`src/rtl/pll_sup_pkg.sv`:
```
// Shared encodings for the PLL lock supervisor: FSM states, retry-counter width, sizing helper.
// Pure declarations; no latency, no backpressure.
package pll_sup_pkg;

  localparam int RETRY_W = 3;

  typedef enum logic [2:0] {
    HOLD      = 3'd0,
    WAIT_LOCK = 3'd1,
    STABLE    = 3'd2,
    RUN       = 3'd3,
    FAIL      = 3'd4
  } state_t;

  function automatic int max3(input int a, input int b, input int c);
    int m;
    m = (a > b) ? a : b;
    return (m > c) ? m : c;
  endfunction

endpackage

```
`src/rtl/cdc_bit_sync.sv`:
```
// Single-bit multi-flop synchronizer into the clk domain, cleared to 0 by rst.
// Latency: STAGES clk edges; no backpressure.
module cdc_bit_sync #(
  parameter int STAGES = 2
) (
  input  logic clk,
  input  logic rst,
  input  logic d,
  output logic q
);

  logic [STAGES-1:0] sync_q;

  always_ff @(posedge clk or posedge rst) begin
    if (rst) sync_q <= '0;
    else     sync_q <= {sync_q[STAGES-2:0], d};
  end

  assign q = sync_q[STAGES-1];

endmodule

```
`src/rtl/pll_lock_supervisor.sv`:
```
// PLL bring-up supervisor: holds the PLL in reset, waits for lock with timeout and bounded retries, releases sys_rst after a stable-lock window.
// Latency: sys_rst deasserts SYNC_STAGES + LOCK_STABLE_CYC + 1 cycles after pll_lock rises; no backpressure.
module pll_lock_supervisor
  import pll_sup_pkg::*;
#(
  parameter int RST_HOLD_CYC     = 64,
  parameter int LOCK_TIMEOUT_CYC = 50000,
  parameter int LOCK_STABLE_CYC  = 1024,
  parameter int MAX_RETRY        = 4,
  parameter int SYNC_STAGES      = 2
) (
  input  logic               clk,
  input  logic               rst,
  input  logic               pll_lock,
  output logic               pll_rst,
  output logic               sys_rst,
  output logic               ready,
  output logic               lock_lost,
  output logic               fail,
  output logic [RETRY_W-1:0] retry_cnt
);

  localparam int CNT_W = $clog2(max3(RST_HOLD_CYC, LOCK_TIMEOUT_CYC, LOCK_STABLE_CYC) + 1);
  localparam logic [CNT_W-1:0]   HOLD_LAST    = CNT_W'(RST_HOLD_CYC - 1);
  localparam logic [CNT_W-1:0]   TIMEOUT_LAST = CNT_W'(LOCK_TIMEOUT_CYC - 1);
  localparam logic [CNT_W-1:0]   STABLE_LAST  = CNT_W'(LOCK_STABLE_CYC - 1);
  localparam logic [RETRY_W-1:0] RETRY_LIMIT  = RETRY_W'(MAX_RETRY);

  logic               lock_s;
  state_t             state, state_nxt;
  logic [CNT_W-1:0]   cnt, cnt_nxt;
  logic [RETRY_W-1:0] retry_nxt;
  logic               pll_rst_nxt, sys_rst_nxt, ready_nxt, lock_lost_nxt, fail_nxt;

  cdc_bit_sync #(.STAGES(SYNC_STAGES)) u_lock_sync (
    .clk (clk),
    .rst (rst),
    .d   (pll_lock),
    .q   (lock_s)
  );

  always_ff @(posedge clk or posedge rst) begin
    if (rst) begin
      state     <= HOLD;
      cnt       <= '0;
      retry_cnt <= '0;
      pll_rst   <= 1'b1;
      sys_rst   <= 1'b1;
      ready     <= 1'b0;
      lock_lost <= 1'b0;
      fail      <= 1'b0;
    end else begin
      state     <= state_nxt;
      cnt       <= cnt_nxt;
      retry_cnt <= retry_nxt;
      pll_rst   <= pll_rst_nxt;
      sys_rst   <= sys_rst_nxt;
      ready     <= ready_nxt;
      lock_lost <= lock_lost_nxt;
      fail      <= fail_nxt;
    end
  end

  // Outputs are decoded from the next state so they change in the same edge as the state.
  always_comb begin
    state_nxt = state;
    cnt_nxt   = cnt;
    retry_nxt = retry_cnt;
    case (state)
      HOLD: begin
        if (cnt == HOLD_LAST) begin
          state_nxt = WAIT_LOCK;
          cnt_nxt   = '0;
        end else begin
          cnt_nxt = cnt + 1'b1;
        end
      end
      WAIT_LOCK: begin
        if (lock_s) begin
          state_nxt = STABLE;
          cnt_nxt   = '0;
        end else if (cnt == TIMEOUT_LAST) begin
          retry_nxt = retry_cnt + 1'b1;
          cnt_nxt   = '0;
          state_nxt = (retry_nxt == RETRY_LIMIT) ? FAIL : HOLD;
        end else begin
          cnt_nxt = cnt + 1'b1;
        end
      end
      STABLE: begin
        if (!lock_s) begin
          state_nxt = WAIT_LOCK;
          cnt_nxt   = '0;
        end else if (cnt == STABLE_LAST) begin
          state_nxt = RUN;
          cnt_nxt   = '0;
          retry_nxt = '0;
        end else begin
          cnt_nxt = cnt + 1'b1;
        end
      end
      RUN: begin
        if (!lock_s) begin
          state_nxt = HOLD;
          cnt_nxt   = '0;
        end
      end
      FAIL: begin
        cnt_nxt = '0;
      end
      default: begin
        state_nxt = HOLD;
        cnt_nxt   = '0;
      end
    endcase

    pll_rst_nxt   = (state_nxt == HOLD) || (state_nxt == FAIL);
    sys_rst_nxt   = (state_nxt != RUN);
    ready_nxt     = (state_nxt == RUN);
    fail_nxt      = (state_nxt == FAIL);
    lock_lost_nxt = (state == RUN) && (state_nxt == HOLD);
  end

endmodule
```
`config.mk`:
```
export PLATFORM = sky130hd
export DESIGN_NAME = pll_lock_supervisor
export DESIGN_NICKNAME = d
export VERILOG_FILES = /design/src/rtl/pll_sup_pkg.sv /design/src/rtl/cdc_bit_sync.sv /design/src/rtl/pll_lock_supervisor.sv
export SDC_FILE = /design/constraint.sdc
export NUM_CORES = 1
export LEC_CHECK = 0
export CORE_MARGIN = 5
export CORE_UTILIZATION = 38
export DETAILED_ROUTE_END_ITERATION = 8
export PLACE_DENSITY_LB_ADDON = 0.12
export RECOVER_POWER = 25
export SLEW_MARGIN = 20
export SYNTH_ARGS = -nofsm -noshare
export SYNTH_HDL_FRONTEND = slang
export SYNTH_SLANG_ARGS = --single-unit
```
`constraint.sdc`:
```
create_clock -name clk -period 2.5 [get_ports clk]
set_input_delay 0.5 -clock clk [delete_from_list [all_inputs] [get_ports clk]]
set_output_delay 0.5 -clock clk [all_outputs]
set_load 0.05 [all_outputs]
```
==> results.md <==
* Number of global-route vias before repair at roughly 1100
* Library cells used by synthesis at 37
* Crit-path max FO at 14
* Crit Path Class: reg2reg
* Slew of the pin with the lowest slew margin at approximately 1.5 ns
* Most common cell in the netlist: dfrtp_1
* F_max at ~0.43 GHz
* Placement row count at 22
* Post_cts resized at 0
* Final setup vio count at 0
* Total GRT Usage at 0.1279
* Leak at 0.7326 nW
* H-tree depth at 2
* Cts hold-fix bufs at 0
* DR pass1 iterations at 4
* Worst-path clk slew at around 0.06 ns
* Maxcap violations at 1
* Core box area at around 3700 um^2
* TNS Setup at 0 ns
* Fin cells at between 200 and 250
* Area growth syn-to-layout at 21.11%
* Final setup skew at ~0.0050 ns
* Fin area at ~1700 um^2
* Maximum vdd ir drop at approximately 380 uV
* Yosys top cell by area: dfrtp_1
* Crit path buffers/inverters at 1
* Hold/Removal Path Class: reg2reg
* Final ANT Viol Nets at 0
* Clk root buf: clkbuf_8
* WP data arrival at around 2.5 ns
* Worst path max stage delay at about 0.57 ns
* CP Launch Type: register
* Design Power at 0.001059 W
* Commonest cells post-synth: 27 x dfrtp_1, 25 x nor2_1, 11 x inv_1
* Number of post-CTS setup repair buffers at 0
* Main synth FF type: dfrtp_1
* Largest net degree at the start of global routing at 30
* Async S/R FF share, synth at 1.000
* Mapped Nets at between 150 and 200
* RSZ-0062 raised after global routing: false
* Register area share after synthesis at 0.5056
* Worst rel slew slack at -0.009181
* Cells along the critical path: or4_1, or4_4, and3_4, nor4_4, buf_4, o32ai_1
* DR WL/cell at ~14 um
* Crit-path slowest cell: or4_1
* Drt drc at 0
* Share of cells above drive strength 1 at 0.1205
* Synth Area per Inst at roughly 9.8 um^2
* Ys Warns at 0
* Synth area leaders: dfrtp_1 47%, nor2_1 6.5%, xnor2_1 6.1%, dfstp_2 3.6%, inv_1 2.9%
* Violated checks: max-capacitance violations, max-slew violations
* DIE WIDTH at approximately 72 um
* Die H at between 70 and 80 um
* Yosys top cell area share at 0.4692
* HPWL after DPL at 2.094 mm
* Slew Limit Fails at 30
* Cell area power density at 607.2 nW/um^2
* First-pass GRT wire length at around 5.1 mm
* Clk buf depth at 2
* Total die area at 5121 um^2
* # clock sinks at 29
* Status: finished, violations left
* Number of CTS-inserted buffers at 5
* Antenna Cells at 0
* CTS tree: yes
* Post-synth EDFFs at 0
* Routability congestion estimate at 0.8119
* Io pins at 11
* DRT Wirelength at around 3 mm
* WHS at approximately 0.36 ns
* Placed cell area at between 1500 and 2000 um^2
* Crit. End Element: register
* Placed cells at roughly 200
* Fillers at about 340
* Fin. Hold Viols at 0
* Kind of cell adding the most delay to the critical path: simple AND/OR/NAND/NOR gates
* Clk_lat worst skew at roughly 0.28 ns
* GRT Residual Overflow at 0
* Initial core utilization at 0.3934
* Vias per cell at ~5.2
* Final worst-path cycle share at 0.9274
* FF+latch count, synth at 29
* Cell area after synthesis at between 1000 and 1500 um^2
* Initial antenna violation count at 0
* Final min period at ~2.3 ns
* Vias at 1117
* Multi-input gate area at 646.9 um^2
* Register area at between 700 and 800 um^2
* IO Port Bufs at 10
* Cells after Synth at 147
* Critical Path RT at ~2.7 ns
* 1st-iter DRT viols at between 60 and 70
* Final nets at approximately 170
## area by class of cell
cell class	count	area share
multi-input combinational	103	0.3709
inverter	11	0.02367
sequential	29	0.4175
clock inverter	3	0.03730
tap	48	0.03443
timing repair buffer	15	0.07676
clock buffer	5	0.03945
## routing by layer
metal	GRT usage	share of wire	vias up
met1	0.1618	0.46	549
met5	0	0	-
met3	0.03366	0.031	4
li1	-	-	547
met4	0.07933	0.020	0
met2	0.1939	0.48	17
## where the power goes
part / total [W] / switching, W / internal, W / leakage (nW)
logic: 0.0000127 / 0.00000949 / 0.00000317 / 0.285
registers: 0.000473 / 0.00000142 / 0.000471 / 0.379
clock network: 0.000574 / 0.000178 / 0.000396 / 0.0681
## stage by stage
stage / setup WS (ns) / utilization
floorplan: 0.2987 / -
global placement: 0.2317 / 0.4409
detailed placement: 0.2014 / 0.4409
CTS: 0.1982 / 0.4774
global route: 0.06131 / 0.4764
finish: 0.1814 / 0.4764
## cell families (layout without fill, tap and decap cells)
family	after synthesis	in the layout	share of synthesized area
xor+xnor	10	10	0.06081
compound gates	17	17	0.07211
fa+ha+maj	3	3	0.02607
buf+inv	15	34	0.04518
flops	29	29	0.5056
mux	1	1	0.006951
simple gates	72	72	0.2832
## placed cells by master (no fill, tap or decap), types with 5 or more instances in the layout
master / netlist / layout
nor2_1: 25 / 25
nand2_1: 10 / 10
clkbuf_8: 0 / 5
o21ai_0: 7 / 7
xnor2_1: 10 / 10
clkdlybuf4s50_1: 0 / 9
dfrtp_1: 27 / 27
inv_1: 11 / 11
nor3_1: 5 / 5
## registers in the layout, summed over array words and instances, names as in the netlist, 2 cells and up
signal              cells
cnt                    16
state                   3
retry_cnt               3
u_lock_sync.sync_q      2
## path summary, 6_finish.rpt
| path | startpoint | to | slack, ns | cells past startpoint |
|---|---|---|---|---|
| worst max-delay path | cnt[12]$_DFFE_PP0P_ | cnt[2]$_DFFE_PP0P_ | 0.18 | 6 |
| min in group asynchronous | rst | cnt[14]$_DFFE_PP0P_ | 1.04 | 3 |
| worst min register to register | u_lock_sync.sync_q[0]$_DFF_PP0_ | u_lock_sync.sync_q[1]$_DFF_PP0_ | 0.36 | 0 |
| worst min-delay path | u_lock_sync.sync_q[0]$_DFF_PP0_ | u_lock_sync.sync_q[1]$_DFF_PP0_ | 0.36 | 0 |
| max in group asynchronous | rst | fail$_DFF_PP0_ | 0.58 | 3 |
| worst max register to register | cnt[12]$_DFFE_PP0P_ | cnt[2]$_DFFE_PP0P_ | 0.18 | 6 |
Power figures use the tool's default switching activity.
